### src/rtl/branch_predict_unit.sv
// ID-stage branch resolver with a 2-bit counter BHT for IF prediction and a
// circular return-address stack for JR $31. Resolution is combinational on
// the ID inputs; redirect/flush/link outputs are registered for one cycle.
module branch_predict_unit #(
  parameter int DATA_W    = 32,
  parameter int BHT_DEPTH = 16,
  parameter int RAS_DEPTH = 4
) (
  input  logic              clk,
  input  logic              reset,
  input  logic [DATA_W-1:0] if_pc,
  output logic              if_pred_taken,
  input  logic              id_valid,
  input  logic [31:0]       id_instr,
  input  logic [DATA_W-1:0] id_pc,
  input  logic              id_pred_taken,
  input  logic [DATA_W-1:0] id_sign_ext_imm,
  input  logic [DATA_W-1:0] rf_rs_val,
  input  logic [DATA_W-1:0] rf_rt_val,
  input  logic              ex_wr_en,
  input  logic [4:0]        ex_wr_reg,
  input  logic [DATA_W-1:0] ex_alu_res,
  input  logic              mem_wr_en,
  input  logic [4:0]        mem_wr_reg,
  input  logic [DATA_W-1:0] mem_alu_res,
  output logic              redirect,
  output logic [DATA_W-1:0] redirect_pc,
  output logic              flush,
  output logic              link_we,
  output logic [4:0]        link_reg,
  output logic [DATA_W-1:0] link_value,
  output logic              ras_underflow
);

  localparam int IDX_W = $clog2(BHT_DEPTH);
  localparam int PTR_W = (RAS_DEPTH > 1) ? $clog2(RAS_DEPTH) : 1;
  localparam int CNT_W = $clog2(RAS_DEPTH + 1);

  localparam logic [5:0] OP_SPECIAL = 6'd0;
  localparam logic [5:0] OP_J       = 6'd2;
  localparam logic [5:0] OP_JAL     = 6'd3;
  localparam logic [5:0] OP_BEQ     = 6'd4;
  localparam logic [5:0] OP_BNE     = 6'd5;
  localparam logic [5:0] FN_JR      = 6'd8;

  localparam logic [PTR_W-1:0] PTR_MAX  = PTR_W'(RAS_DEPTH - 1);
  localparam logic [CNT_W-1:0] CNT_FULL = CNT_W'(RAS_DEPTH);
  localparam logic [4:0]       REG_RA   = 5'd31;

  // ---------------------------------------------------------------- decode
  logic [5:0]  opcode;
  logic [4:0]  rs_idx;
  logic [4:0]  rt_idx;
  logic [5:0]  funct;
  logic [25:0] jidx;
  logic        is_beq, is_bne, is_j, is_jal, is_jr;

  assign opcode = id_instr[31:26];
  assign rs_idx = id_instr[25:21];
  assign rt_idx = id_instr[20:16];
  assign funct  = id_instr[5:0];
  assign jidx   = id_instr[25:0];

  assign is_beq = (opcode == OP_BEQ);
  assign is_bne = (opcode == OP_BNE);
  assign is_j   = (opcode == OP_J);
  assign is_jal = (opcode == OP_JAL);
  assign is_jr  = (opcode == OP_SPECIAL) && (funct == FN_JR);

  logic unused_instr;
  assign unused_instr = ^id_instr[15:6];

  // ------------------------------------------------------------ forwarding
  logic [DATA_W-1:0] rs_val;
  logic [DATA_W-1:0] rt_val;

  // EX beats MEM beats register file; $0 always reads the register file.
  always_comb begin
    rs_val = rf_rs_val;
    if (ex_wr_en && (ex_wr_reg == rs_idx) && (rs_idx != 5'd0))
      rs_val = ex_alu_res;
    else if (mem_wr_en && (mem_wr_reg == rs_idx) && (rs_idx != 5'd0))
      rs_val = mem_alu_res;
  end

  // Same precedence applied independently to rt.
  always_comb begin
    rt_val = rf_rt_val;
    if (ex_wr_en && (ex_wr_reg == rt_idx) && (rt_idx != 5'd0))
      rt_val = ex_alu_res;
    else if (mem_wr_en && (mem_wr_reg == rt_idx) && (rt_idx != 5'd0))
      rt_val = mem_alu_res;
  end

  // ------------------------------------------------------------------- BHT
  logic [1:0]       bht [BHT_DEPTH];
  logic [IDX_W-1:0] if_idx;
  logic [IDX_W-1:0] id_idx;

  assign if_idx        = if_pc[IDX_W-1:0];
  assign id_idx        = id_pc[IDX_W-1:0];
  // Lookup reads the registered table, so a same-cycle update is not visible.
  assign if_pred_taken = bht[if_idx][1];

  // ------------------------------------------------------------------- RAS
  logic [DATA_W-1:0] ras_mem [RAS_DEPTH];
  logic [PTR_W-1:0]  ras_ptr;
  logic [CNT_W-1:0]  ras_cnt;
  logic [PTR_W-1:0]  ptr_inc;
  logic [PTR_W-1:0]  ptr_dec;
  logic              ras_empty;
  logic [DATA_W-1:0] ras_top;

  // ras_ptr is the next write slot; the newest entry sits one below it.
  assign ptr_inc   = (ras_ptr == PTR_MAX) ? '0 : ras_ptr + 1'b1;
  assign ptr_dec   = (ras_ptr == '0) ? PTR_MAX : ras_ptr - 1'b1;
  assign ras_empty = (ras_cnt == '0);
  assign ras_top   = ras_mem[ptr_dec];

  // ------------------------------------------------------------ resolution
  logic [DATA_W-1:0] br_target;
  logic [DATA_W-1:0] fall_through;
  logic [DATA_W-1:0] ret_addr;
  logic [DATA_W-1:0] j_target;
  logic [31:0]       pc32;
  logic              br_taken;
  logic [DATA_W-1:0] jr_pred;

  assign br_target    = id_pc + id_sign_ext_imm + DATA_W'(1);
  assign fall_through = id_pc + DATA_W'(1);
  assign ret_addr     = id_pc + DATA_W'(2);
  assign pc32         = 32'(id_pc);
  assign j_target     = DATA_W'((pc32 & 32'hF000_0000) | {6'd0, jidx});
  assign br_taken     = is_beq ? (rs_val == rt_val) : (rs_val != rt_val);
  assign jr_pred      = (rs_idx == REG_RA && !ras_empty) ? ras_top : '0;

  logic              nxt_redirect;
  logic [DATA_W-1:0] nxt_redirect_pc;
  logic              nxt_link_we;
  logic [4:0]        nxt_link_reg;
  logic [DATA_W-1:0] nxt_link_value;
  logic              bht_we;
  logic              bht_up;
  logic              ras_push;
  logic              ras_pop;
  logic              set_underflow;

  // Decide next registered outputs and the table/stack side effects.
  always_comb begin
    nxt_redirect    = 1'b0;
    nxt_redirect_pc = '0;
    nxt_link_we     = 1'b0;
    nxt_link_reg    = 5'd0;
    nxt_link_value  = '0;
    bht_we          = 1'b0;
    bht_up          = 1'b0;
    ras_push        = 1'b0;
    ras_pop         = 1'b0;
    set_underflow   = 1'b0;
    if (id_valid) begin
      if (is_beq || is_bne) begin
        bht_we = 1'b1;
        bht_up = br_taken;
        if (br_taken != id_pred_taken) begin
          nxt_redirect    = 1'b1;
          nxt_redirect_pc = br_taken ? br_target : fall_through;
        end
      end else if (is_j || is_jal) begin
        nxt_redirect    = 1'b1;
        nxt_redirect_pc = j_target;
        if (is_jal) begin
          nxt_link_we    = 1'b1;
          nxt_link_reg   = REG_RA;
          nxt_link_value = ret_addr;
          ras_push       = 1'b1;
        end
      end else if (is_jr) begin
        if (rs_idx == REG_RA) begin
          if (ras_empty) set_underflow = 1'b1;
          else           ras_pop       = 1'b1;
        end
        if (jr_pred != rs_val) begin
          nxt_redirect    = 1'b1;
          nxt_redirect_pc = rs_val;
        end
      end
    end
  end

  // Saturating 2-bit counter update; reset leaves every entry weakly not-taken.
  always_ff @(posedge clk) begin
    if (reset) begin
      for (int i = 0; i < BHT_DEPTH; i++) bht[i] <= 2'b01;
    end else if (bht_we) begin
      if (bht_up) begin
        if (bht[id_idx] != 2'b11) bht[id_idx] <= bht[id_idx] + 2'b01;
      end else begin
        if (bht[id_idx] != 2'b00) bht[id_idx] <= bht[id_idx] - 2'b01;
      end
    end
  end

  // Circular return stack: a push when full overwrites the oldest slot.
  always_ff @(posedge clk) begin
    if (reset) begin
      ras_ptr <= '0;
      ras_cnt <= '0;
      for (int i = 0; i < RAS_DEPTH; i++) ras_mem[i] <= '0;
    end else if (ras_push) begin
      ras_mem[ras_ptr] <= ret_addr;
      ras_ptr          <= ptr_inc;
      if (ras_cnt != CNT_FULL) ras_cnt <= ras_cnt + 1'b1;
    end else if (ras_pop) begin
      ras_ptr <= ptr_dec;
      ras_cnt <= ras_cnt - 1'b1;
    end
  end

  // Register resolution results; each pulse lasts exactly one cycle.
  always_ff @(posedge clk) begin
    if (reset) begin
      redirect      <= 1'b0;
      redirect_pc   <= '0;
      flush         <= 1'b0;
      link_we       <= 1'b0;
      link_reg      <= 5'd0;
      link_value    <= '0;
      ras_underflow <= 1'b0;
    end else begin
      redirect    <= nxt_redirect;
      redirect_pc <= nxt_redirect_pc;
      flush       <= nxt_redirect;
      link_we     <= nxt_link_we;
      link_reg    <= nxt_link_reg;
      link_value  <= nxt_link_value;
      if (set_underflow) ras_underflow <= 1'b1;
    end
  end

endmodule

### config.mk
export PLATFORM = sky130hd
export DESIGN_NAME = branch_predict_unit
export DESIGN_NICKNAME = d
export VERILOG_FILES = /design/src/rtl/branch_predict_unit.sv
export SDC_FILE = /design/constraint.sdc
export NUM_CORES = 1
export LEC_CHECK = 0
export ABC_AREA = 0
export BUFFER_PORTS_ARGS = -buffer_cell sky130_fd_sc_hd__buf_2
export CAP_MARGIN = 20
export CORE_MARGIN = 4
export CORE_UTILIZATION = 60
export CTS_CLUSTER_DIAMETER = 150
export DETAILED_ROUTE_END_ITERATION = 16
export PLACE_DENSITY = 0.84
export SETUP_SLACK_MARGIN = 0.3
export SYNTH_ARGS = -nofsm -noshare
export SYNTH_HDL_FRONTEND = slang
export SYNTH_SLANG_ARGS = --single-unit
### constraint.sdc
create_clock -name clk -period 9.5 [get_ports clk]
set_input_delay 1.9 -clock clk [delete_from_list [all_inputs] [get_ports clk]]
set_output_delay 1.9 -clock clk [all_outputs]
set_load 0.005 [all_outputs]
== Word level (Yosys, flattened, before mapping) ==
Memory sizes are Yosys's and may differ from the RTL's.
Cells that the tools add are included.
Widths: inputs -> output; s select.

* Equal/unequal tests: 18
* Add/sub/neg operators: 10
* Mux-type cells: 67
* Reduce and logical (&&, ||, !) cells: 26
* Bitwise logic cells: 5

{| class="wikitable"
|+ Operators with widths
! cell !! number
|-
| $mux 32 || 12
|-
| $add 32x1->32 const B || 2
|-
| $ne 32x32->1 || 2
|-
| $mux 1 || 43
|-
| $add 32x2->32 const B || 1
|-
| $add 32x32->32 || 1
|-
| $eq 32x32->1 || 1
|-
| $or 32x26->32 || 1
|-
| $reduce_or 32->1 || 1
|-
| $eq 5x5->1 || 4
|-
| $mux 2 || 7
|-
| $eq 6x2->1 const B || 2
|-
| $eq 6x3->1 const B || 2
|-
| $logic_and 1x1->1 || 10
|-
| $reduce_bool 5->1 || 2
|-
| $mux 3 || 3
|-
| $eq 6x4->1 const B || 1
|-
| $logic_not 6->1 || 1
|-
| $eq 5x5->1 const B || 1
|-
| $mux 5 || 1
|-
| $reduce_or 5->1 || 1
|-
| $add 2x1->2 const B || 2
|-
| $mux 4 || 1
|-
| $reduce_bool 2->1 || 2
|-
| other kinds (17) || 22
|}

* RAM bits: 160
* Word-level logic and storage cells: 136
* Flip-flop bits (word level): 77
* Output and inout port bits: 74
* Memories: 2

{| class="wikitable"
|+ Memories
! memory !! depth !! bits a word !! read ports !! clocked after memory_dff !! write ports !! RTL line !! text
|-
| ras_mem || 4 || 32 || 1 || 0 || 4 || 106 || <nowiki>logic [DATA_W-1:0] ras_mem [RAS_DEPTH];</nowiki>
|-
| bht || 16 || 2 || 2 || 0 || 16 || 96 || <nowiki>logic [1:0] bht [BHT_DEPTH];</nowiki>
|}

== Depth between registers and ports, before layout ==
* Depth in word-level cells: 16
* Depth in mapped cells: 21

== Least setup slack after synthesis ==
No wires, ideal clock.

* Path type: input -> register
* From: in id_instr[22]
* To: mem bht[4][0], enable pin
* Setup time: 298 ps
* Cell stages on the path: 16
* Setup slack: 3489 ps
* Data arrival time: 5713 ps
* Data required time: 9202 ps
* Cells stage by stage: or4_4 o211ai_2 buf_2 o21ai_0 a31oi_1 xor2_1 nor4_1 nand3_1 or4b_1 or3_1 clkbuf_1 and2_1 buf_6 mux2i_4 buf_2 a41o_1

{| class="wikitable"
|+ RTL lines
! what !! RTL line !! text
|-
| from (decl) || 14 || <nowiki>input logic [31:0] id_instr,</nowiki>
|-
| to (decl) || 96 ||
|}

==> out/metrics.csv <==
stage,metric,value,unit
floorplanning,Die ar.,30100,um^2
critical_path,CP max stage delay,0.95,ns
timing,Worst Clk Skew,0.0140,ns
yosys,"EDFF count, synth",160,
timing,fmax,137,MHz
critical_path,most frequent cell on the critical path,nand3_1,
yosys,mapped cell area,16400,um^2
critical_path,CP Data Required Time,9.74,ns
yosys,ranking of synthesized cells by area,"edfxtp_1 29%, dfxtp_1 8.9%, mux4_2 6.4%",
critical_path,WP buf/inv,1,
timing,Final Cycle Share,76.7,%
clocking,clk slew on worst S/H paths,0.06,ns
layout,area growth from synthesis to layout,14.6,%
clocking,# Post-CTS Setup Buffers,0,
floorplanning,Die W,173,um
timing,Pins Over Slew Limit,0,
flow_run,# Max-Cap Violations,0,
critical_path,instance count on the critical path,13,
critical_path,Critical Path End,bht[13][0],
clocking,post-CTS sizing,0,
critical_path,CP startpoint,id_instr[23],
route,via/cell ratio,6.97,
power,leakage dissipation,7.12,nW
clocking,CTS tree,done,
floorplanning,Die H,173,um
yosys,Async SR Flop Fraction,0,%
timing,Max-slew headroom,23.9,%
yosys,Synth cell types,82,
critical_path,R2R Path End,redirect_pc[7],
placed_design,worst slack at placement,1.86,ns
route,routed vias,16300,
critical_path,Slowest cell on crit path,a31oi_1,
yosys,Post-Synthesis Cells,1748,
power,Pwr per Cell Area,134,nW/um^2
timing,final setup fails,0,
route,DRT iter0 DRCs,2327,
critical_path,worst r2r src,ras_ptr[0],
timing,setup ws final,2.21,ns
route,DRC,0,
route,Routed WL,60100,um
yosys,synth warn,0,
floorplanning,Initial Utilization,60.9,%
floorplanning,FP Rows,60,
timing,Tmin final,7.29,ns
critical_path,internal reg-to-reg setup slack,4.51,ns
route,drt wl/cell,25.6,um
clocking,clock sinks,233,
yosys,cell taking the most area after synthesis,edfxtp_1,
yosys,Synth Area per Inst,9.40,um^2
critical_path,"Max FO, Critical Path",32,
critical_path,ordered list of cells on the worst path,"buf_2, xnor2_1, o211a_1, nand3_1, a31oi_1, xor2_1, nor4_1, nand3_1, or4b_1, or3_1, and2_1, mux2i_4, a41o_1",
global_routing,initial antenna violation count,4,
timing,RSZ-0062 raised after global routing,no,
placed_design,Final HPWL DP,44400,um
timing,Final Hold Fails,0,
yosys,Main synth FF type,edfxtp_1,
timing,final setup TNS,0,ns
placed_design,input/output buffers,317,
global_routing,first-pass GRT wire length,89800,um
layout,register with the most flip-flops,ras_mem,
placed_design,gpl congestion,0.974,
route,router iterations before antenna repair,8,
outcome,status,"finished, final reports clean",
yosys,synthesized flop and latch total,233,
critical_path,FF-to-FF path depth,13,
clocking,Worst-Skew Late Latency,0.54,ns
hold_path,Hold Path Class,flop to flop,
global_routing,Total GRT Usage,37.8,%
critical_path,Top delay family on crit path,compound AO/OA/AOI/OAI gates,
global_routing,number of global-route vias before repair,15400,
critical_path,Setup crit end kind,flop,
layout,max reg flops,128,
route,final antenna-violating net count,0,
clocking,Bufs on Longest Clock Path,3,
floorplanning,core area,27000,um^2
global_routing,largest net degree at the start of global routing,96,
clocking,clk root buf,clkbuf_16,
global_routing,total global routing overflow,0,
clocking,CTS Hold Bufs,0,
layout,fillers,2028,
clocking,cts bufs inserted,23,
critical_path,WS Path Type,primary input to flop,
yosys,Yosys top cell area share,29.3,%
clocking,CTS H-tree lvls,1,
timing,Slew @ Worst Pin,1.14,ns
yosys,"Seq/Total Area, Yosys",38.2,%
layout,layout cells sized above 1,23.4,%
floorplanning,IO Pins,346,
critical_path,Critical Path Start Type,primary input,
yosys,Synthesized Nets,2060,
layout,final-stage net count,2296,
critical_path,Critical Path AT,7.53,ns
power,worst vdd ir,0.235,mV
==> worst register-to-register path: cells and delay by family (launching register included) <==
kind,cells,cell delay [ns]
buffers and inverters,2,0.62
flip-flops,1,0.48
AND/OR/NAND/NOR,4,1.26
AO/OA/AOI/OAI,5,1.56
multiplexers,1,0.70
adder cells (fa/ha/maj),1,0.21
==> cell usage after synthesis (42+ instances only) <==
cell type / count
a31oi_1: 65
edfxtp_1: 160
nand2_1: 68
nor3_1: 93
nand4_1: 45
mux4_2: 47
and2_1: 42
dfxtp_1: 73
nor2_1: 235
xnor2_1: 87
o21ai_0: 69
clkbuf_1: 84
xor2_1: 55
a21oi_1: 44
nand3_1: 83
==> placed cells by master (no fill, tap or decap), types with 42 or more instances in the layout <==
| master | count |
|---|---|
| buf_2 | 317 |
| nor2_1 | 235 |
| edfxtp_1 | 160 |
| nor3_1 | 92 |
| xnor2_1 | 87 |
| nand3_1 | 83 |
| dfxtp_1 | 73 |
| o21ai_0 | 69 |
| nand2_1 | 68 |
| a31oi_1 | 65 |
| xor2_1 | 55 |
| mux4_2 | 47 |
| nand4_1 | 45 |
| a21oi_1 | 44 |
| and2_1 | 42 |
==> stage by stage <==
step	hold WS (ns)	util (%)	instances	total power, W	area [um^2]
floorplan	0.461	-	1748	0.00143	16400
global placement	0.511	67.0	2300	0.00160	18100
detailed placement	0.508	67.0	2300	0.00161	18100
CTS	0.542	69.8	2342	0.00251	18800
global route	0.559	69.8	2345	0.00260	18800
finish	0.566	69.8	2345	0.00252	18800
==> layout make-up <==
type                    count  area [um^2]  area share (%)
multi-input cells        1342         9420            50.0
clock buffers              26          618            3.28
clock inverters            16          140           0.744
well taps                 341          427            2.27
diodes                      3         7.51          0.0399
flip-flops and latches    233         6270            33.3
repair buffers            346         1800            9.59
inverters                  38          143           0.758
==> kinds of logic (layout without fill, tap and decap cells) <==
group / Yosys count / in the layout / share of synthesized area [%]
AND/OR/NAND/NOR: 691 / 691 / 20.8
AO/OA/AOI/OAI: 399 / 399 / 17.7
flip-flops: 233 / 233 / 38.2
buffers and inverters: 173 / 426 / 4.67
XOR/XNOR: 143 / 143 / 7.72
multiplexers: 69 / 69 / 7.86
adder cells (fa/ha/maj): 40 / 40 / 3.14
other: 0 / 3 / 0
==> power by group <==
group          switching, W  internal (W)
sequential       0.00000866       0.00110
combinational      0.000304      0.000187
clock              0.000415      0.000505
total              0.000727       0.00180
==> per-layer routing <==
metal,vias to the layer above,routed length (um),global-route usage [%]
met5,-,12,0
li1,7119,-,-
met2,1297,28100,62.6
met3,282,7050,8.16
met4,2,4200,20.8
met1,7639,20700,46.3
==> worst min-delay path by stage <==
stage             startpoint       endpoint  slack [ns]  cells after the start
2_1_floorplan  ras_underflow  ras_underflow        0.46                      2
3_3_place_gp   ras_underflow  ras_underflow        0.51                      2
3_5_place_dp   ras_underflow  ras_underflow        0.51                      2
4_1_cts        ras_underflow  ras_underflow        0.54                      2
5_1_grt        ras_underflow  ras_underflow        0.56                      2
6_report          ras_ptr[0]     ras_ptr[0]        0.57                      1
(Power assumes the default switching activity.)
